[src/rtl/alu_pipe_hs.sv]
// Registered ALU with valid/ready command and result handshakes.
// Define ALU_MUL_EN to build the iterative shift-add multiplier (op 110); otherwise op 110 is illegal.
module alu_pipe_hs #(
    parameter int WIDTH = 4,
    parameter int CNT_W = $clog2(WIDTH) + 1
) (
    input  logic               clk,
    input  logic               rst_n,
    input  logic               in_valid,
    output logic               in_ready,
    input  logic [2:0]         op,
    input  logic [WIDTH-1:0]   a,
    input  logic [WIDTH-1:0]   b,
    output logic               out_valid,
    input  logic               out_ready,
    output logic [2*WIDTH-1:0] result,
    output logic               equal,
    output logic               greater,
    output logic               lesser,
    output logic               err
);

    // Handshake: a transfer happens on a rising edge where valid && ready are both 1.
    // Sources hold their payload stable until that edge; results are frozen while
    // out_valid is 1 and out_ready is 0.

    localparam int RW = 2 * WIDTH;

    localparam logic [2:0] OP_ADD = 3'b000;
    localparam logic [2:0] OP_SUB = 3'b001;
    localparam logic [2:0] OP_CMP = 3'b010;
    localparam logic [2:0] OP_AND = 3'b011;
    localparam logic [2:0] OP_OR  = 3'b100;
    localparam logic [2:0] OP_XOR = 3'b101;

    logic            out_valid_q, out_valid_d;
    logic [RW-1:0]   result_q, result_d;
    logic            equal_q, equal_d;
    logic            greater_q, greater_d;
    logic            lesser_q, lesser_d;
    logic            err_q, err_d;

    logic            accept;
    logic [WIDTH:0]  sum;
    logic [WIDTH:0]  diff;
    logic [RW-1:0]   alu_res;
    logic            alu_err;

`ifdef ALU_MUL_EN
    localparam logic [2:0] OP_MUL = 3'b110;

    typedef enum logic {
        S_IDLE = 1'b0,
        S_MUL  = 1'b1
    } state_t;

    state_t            state_q, state_d;
    logic [CNT_W-1:0]  cnt_q, cnt_d;
    logic [RW-1:0]     prod_q, prod_d;
    logic [WIDTH-1:0]  mcand_q, mcand_d;
    logic [WIDTH-1:0]  mplier_q, mplier_d;
    logic [WIDTH-1:0]  bit_sel;
    logic [RW-1:0]     addend;
    logic              mul_bit;
    logic              mul_last;

    assign in_ready = (state_q == S_IDLE) && (!out_valid_q || out_ready);
    assign bit_sel  = {{(WIDTH-1){1'b0}}, 1'b1} << cnt_q;
    assign mul_bit  = |(mplier_q & bit_sel);
    assign addend   = {{WIDTH{1'b0}}, mcand_q} << cnt_q;
    assign mul_last = (cnt_q == CNT_W'(WIDTH - 1));
`else
    assign in_ready = !out_valid_q || out_ready;
`endif

    assign accept = in_valid && in_ready;
    assign sum    = {1'b0, a} + {1'b0, b};
    assign diff   = {1'b0, a} - {1'b0, b};

    // Single-cycle ops; anything not listed here (incl. op 110 without the multiplier) is illegal.
    always_comb begin
        alu_res = '0;
        alu_err = 1'b0;
        case (op)
            OP_ADD:  alu_res[WIDTH:0]   = sum;
            OP_SUB:  alu_res[WIDTH:0]   = diff;
            OP_CMP:  alu_res            = '0;
            OP_AND:  alu_res[WIDTH-1:0] = a & b;
            OP_OR:   alu_res[WIDTH-1:0] = a | b;
            OP_XOR:  alu_res[WIDTH-1:0] = a ^ b;
            default: alu_err            = 1'b1;
        endcase
    end

    always_comb begin
        out_valid_d = out_valid_q;
        result_d    = result_q;
        equal_d     = equal_q;
        greater_d   = greater_q;
        lesser_d    = lesser_q;
        err_d       = err_q;
`ifdef ALU_MUL_EN
        state_d     = state_q;
        cnt_d       = cnt_q;
        prod_d      = prod_q;
        mcand_d     = mcand_q;
        mplier_d    = mplier_q;
`endif

        if (out_valid_q && out_ready) begin
            out_valid_d = 1'b0;
        end

        if (accept) begin
`ifdef ALU_MUL_EN
            if (op == OP_MUL) begin
                state_d  = S_MUL;
                cnt_d    = '0;
                prod_d   = '0;
                mcand_d  = a;
                mplier_d = b;
                err_d    = 1'b0;
            end else
`endif
            begin
                result_d    = alu_res;
                err_d       = alu_err;
                equal_d     = (a == b);
                greater_d   = (a > b);
                lesser_d    = (a < b);
                out_valid_d = 1'b1;
            end
        end

`ifdef ALU_MUL_EN
        // One multiplier bit per cycle; the last iteration publishes the product directly.
        if (state_q == S_MUL) begin
            prod_d = prod_q + (mul_bit ? addend : '0);
            cnt_d  = cnt_q + CNT_W'(1);
            if (mul_last) begin
                result_d    = prod_d;
                equal_d     = (mcand_q == mplier_q);
                greater_d   = (mcand_q > mplier_q);
                lesser_d    = (mcand_q < mplier_q);
                out_valid_d = 1'b1;
                state_d     = S_IDLE;
            end
        end
`endif
    end

    always_ff @(posedge clk or negedge rst_n) begin
        if (!rst_n) begin
            out_valid_q <= 1'b0;
            result_q    <= '0;
            equal_q     <= 1'b0;
            greater_q   <= 1'b0;
            lesser_q    <= 1'b0;
            err_q       <= 1'b0;
        end else begin
            out_valid_q <= out_valid_d;
            result_q    <= result_d;
            equal_q     <= equal_d;
            greater_q   <= greater_d;
            lesser_q    <= lesser_d;
            err_q       <= err_d;
        end
    end

`ifdef ALU_MUL_EN
    always_ff @(posedge clk or negedge rst_n) begin
        if (!rst_n) begin
            state_q  <= S_IDLE;
            cnt_q    <= '0;
            prod_q   <= '0;
            mcand_q  <= '0;
            mplier_q <= '0;
        end else begin
            state_q  <= state_d;
            cnt_q    <= cnt_d;
            prod_q   <= prod_d;
            mcand_q  <= mcand_d;
            mplier_q <= mplier_d;
        end
    end
`endif

    assign out_valid = out_valid_q;
    assign result    = result_q;
    assign equal     = equal_q;
    assign greater   = greater_q;
    assign lesser    = lesser_q;
    assign err       = err_q;

endmodule
[config.mk]
export PLATFORM = sky130hd
export DESIGN_NAME = alu_pipe_hs
export DESIGN_NICKNAME = d
export VERILOG_FILES = /design/src/rtl/alu_pipe_hs.sv
export SDC_FILE = /design/constraint.sdc
export NUM_CORES = 1
export LEC_CHECK = 0
export CAP_MARGIN = 15
export CORE_UTILIZATION = 42
export DETAILED_ROUTE_END_ITERATION = 7
export GPL_ROUTABILITY_DRIVEN = 1
export HOLD_SLACK_MARGIN = 0.02
export PLACE_DENSITY = 0.83
export SLEW_MARGIN = 20
export SYNTH_ARGS = -nofsm -noshare
export SYNTH_HDL_FRONTEND = slang
export SYNTH_SLANG_ARGS = --single-unit
[constraint.sdc]
create_clock -name clk -period 1.45 [get_ports clk]
set_clock_uncertainty 0.15 [all_clocks]
set_input_delay 0.2175 -clock clk [delete_from_list [all_inputs] [get_ports clk]]
set_output_delay 0.2175 -clock clk [all_outputs]
set_load 0.05 [all_outputs]
==> results.toml <==
[placed_design]
dp.final_hpwl_mm = 2.23
port_buffers = 25
placed_cells = 184
gp_routability_congestion = 0.889
placed_area_um2 = 1590

[setup_path]
slowest_stage = "fa_2"
r2r_start = "out_valid"
start_kind = "input pin"
r2r_end = "result[3]"
rrSetupSlack_ns = -0.06
cp.arrival_ns = 1.61
endpoint = "result[2]"
crit_path_start = "a[0]"
cpPeakStageDelay_ns = 0.38
critical_path.max_fanout = 3
r2r_cells = 4
critPathCaptureType = "flop"
crit_chain = "buf_12, inv_12, ha_4, inv_2, fa_2, nor3_2, a21oi_1, o211a_1, o31ai_1"
worstPathRequired_ns = 1.48
crit_type = "input pin to flop"

[timing]
slew_violations = 0
finalCritPeriodShare_pct = 108
fmax_mhz = 636
layout_setup_ws_ns = -0.123
setup_viol = 6
rsz0062_at_grt = "yes"
fin_crit_ns = 1.57
whs_ns = 0.0914
final-hold-violation-count = 0

[logic_synthesis]
ys_top_cells_by_area = "dfrtp_1, ha_1, o21ai_0"
ys_seq_area_share_pct = 26.3
synth_warnings = 0
synth_top_area_share_pct = 26.3
ys.flop_type = "dfrtp_1"
synth_commonest_cells = "ha_1, inv_1, dfrtp_1, nand2_1, o21ai_0"
async_reset_ff_share_pct = 100
yosys.cell_types.count = 36
synth_area_per_cell_um2 = 8.43
postSynthCellCount = 113
synth_top_cell_by_area = "dfrtp_1"
synth_edf_count = 0
synth_area_um2 = 952
yosys_register_bits = 10

[detailed_routing]
drt_iter0_drc = 67
avgRoutedWirePerCell_um = 17.9
via_per_inst = 5.83
wirelength_mm = 3.43
dr_total_vias = 1114
ant_nets = 0
drc_errors = 0
first_pass_iters = 4

[clock_network]
cts_buffers = 3
clock_latency_ns = 0.27
ctsHoldBuffers = 0
root_buffer = "clkbuf_4"
clkSlewWorstSetupHoldPaths_ns = 0.07
clockBufferDepth = 2
cts.sinks = 10
cts_tree = "yes"
h-tree-depth = 1

[global_route]
grt_overflow = 0
grt_pass1_wl_mm = 5.11
grt_max_degree = 12
grt_pass1_vias = 1120
grt_usage_pct = 27.5
antenna_found_initial = 0

[cells_and_area]
drive_gt1_share_pct = 57.9
syn2layout_area_growth_pct = 85.8
num-fill-cells = 95
instances_no_fill = 191
nets = 194
design_area_um2 = 1770
n_antenna_cell = 0

[floorplanning]
fp.dieH_um = 49.6
io_pins = 29
fp.dieW_um = 49.6
initial_core_util_pct = 46.6
core_area_um2 = 2040
die_area_um2 = 2460
rows = 16

[status]
violations = "negative setup slack"
status = "complete, but fails checks"

[power]
switching_share_pct = 39.5
p_switching_mw = 0.559
leakage_nw = 0.839
p_comb_share_pct = 55.9
power_frac_clock_pct = 18.4
pwr-share-seq_pct = 25.7
peakVddDrop_v = 0.000838
intPower_mw = 0.856
power.density_nw_per_um2 = 800

[min_path]
hold_path.class = "input pin to async pin"

[job]
max_cap_violations = 0
layout by cell type (no fill, tap or decap), types with 2 or more instances in the layout:
master            n
or4_4             2
a21oi_2           4
ha_1              5
clkdlybuf4s50_1   2
o21ai_0           3
dfrtp_1           9
inv_2             7
dlymetal6s2s_1    3
buf_12           12
fa_2              2
o21ai_2           2
clkbuf_4          3
nand3_2           2
buf_2             3
nor2_1            4
o21ai_1           4
a21oi_1           4
clkbuf_2          2
buf_6             6
mux2i_1           3
nand3_1           3
o211ai_1          2
nand2_1           9
conb_1            3
ha_4              6
inv_1             3
buf_4            24
layout make-up:
type                       instances  area [um2]  area share (%)
clock buffer                       4        36.3            2.05
inverter                          12        61.3            3.47
multi-input combinational         84         792            44.8
sequential                        10         251            14.2
tap                               27        33.8            1.91
timing repair buffer              54         594            33.6
logic make-up after synthesis:
| logic type | after synthesis | share of synthesized area, % |
|---|---|---|
| xor+xnor | 1 | 0.920 |
| flops | 10 | 26.3 |
| buf+inv | 21 | 10.4 |
| simple gates | 34 | 18.9 |
| compound gates | 28 | 18.8 |
| mux | 4 | 4.34 |
| fa+ha+maj | 14 | 20.0 |
| other cells | 1 | 0.394 |
metal layers:
metal	up-vias	global-route usage, %	wire length (um)
met5	-	0	0
met4	0	13.8	240
li1	484	-	-
met1	513	28.0	1180
met2	85	52.5	1710
met3	32	4.94	296
worst max-delay path, delay by kind of cell:
family	cells	cell delay, ns
buf+inv	3	0.19
fa+ha+maj	2	0.50
compound gates	3	0.50
simple gates	1	0.18
metrics by stage:
stage / total power, mW / setup WS, ns / utilization (%) / setup TNS [ns]
after global routing: 1.47 / -0.138 / 86.6 / -0.543
after global placement: 1.04 / -0.799 / 77.6 / -5.99
final: 1.41 / -0.123 / 86.6 / -0.395
after CTS: 1.36 / -0.141 / 83.8 / -0.359
after detailed placement: 1.07 / -0.965 / 77.6 / -6.58
after floorplan: 0.720 / -0.220 / - / -0.706
state kept, by name, indices dropped and copies added (netlist names):
name,cells
err,1
lesser,1
result,5
equal,1
greater,1
out_valid,1
how the worst min path moves through the flow:
stage,startpoint,end,slack (ns),cells after the start
floorplan,rst_n,equal,-0.23,0
global placement,err,err,0.37,2
detailed placement,result[0],result[0],0.38,2
CTS,rst_n,result[2],0.11,1
global route,rst_n,result[3],0.12,1
finish,rst_n,result[3],0.09,1
power groups by stage:
stage / clock network, mW / logic, mW / registers [mW]
3_5_place_dp: 0 / 0.705 / 0.366
4_1_cts: 0.252 / 0.746 / 0.362
5_1_grt: 0.276 / 0.825 / 0.368
3_3_place_gp: 0 / 0.681 / 0.363
2_1_floorplan: 0 / 0.241 / 0.479
6_report: 0.260 / 0.791 / 0.363
what timing repair did:
item,in CTS,in global routing
pin swaps,19,16
gates resized for setup,58,19
buffers inserted,3,0
endpoints found under the setup margin,8,7
Note: power is estimated with default switching activity, not from simulation.
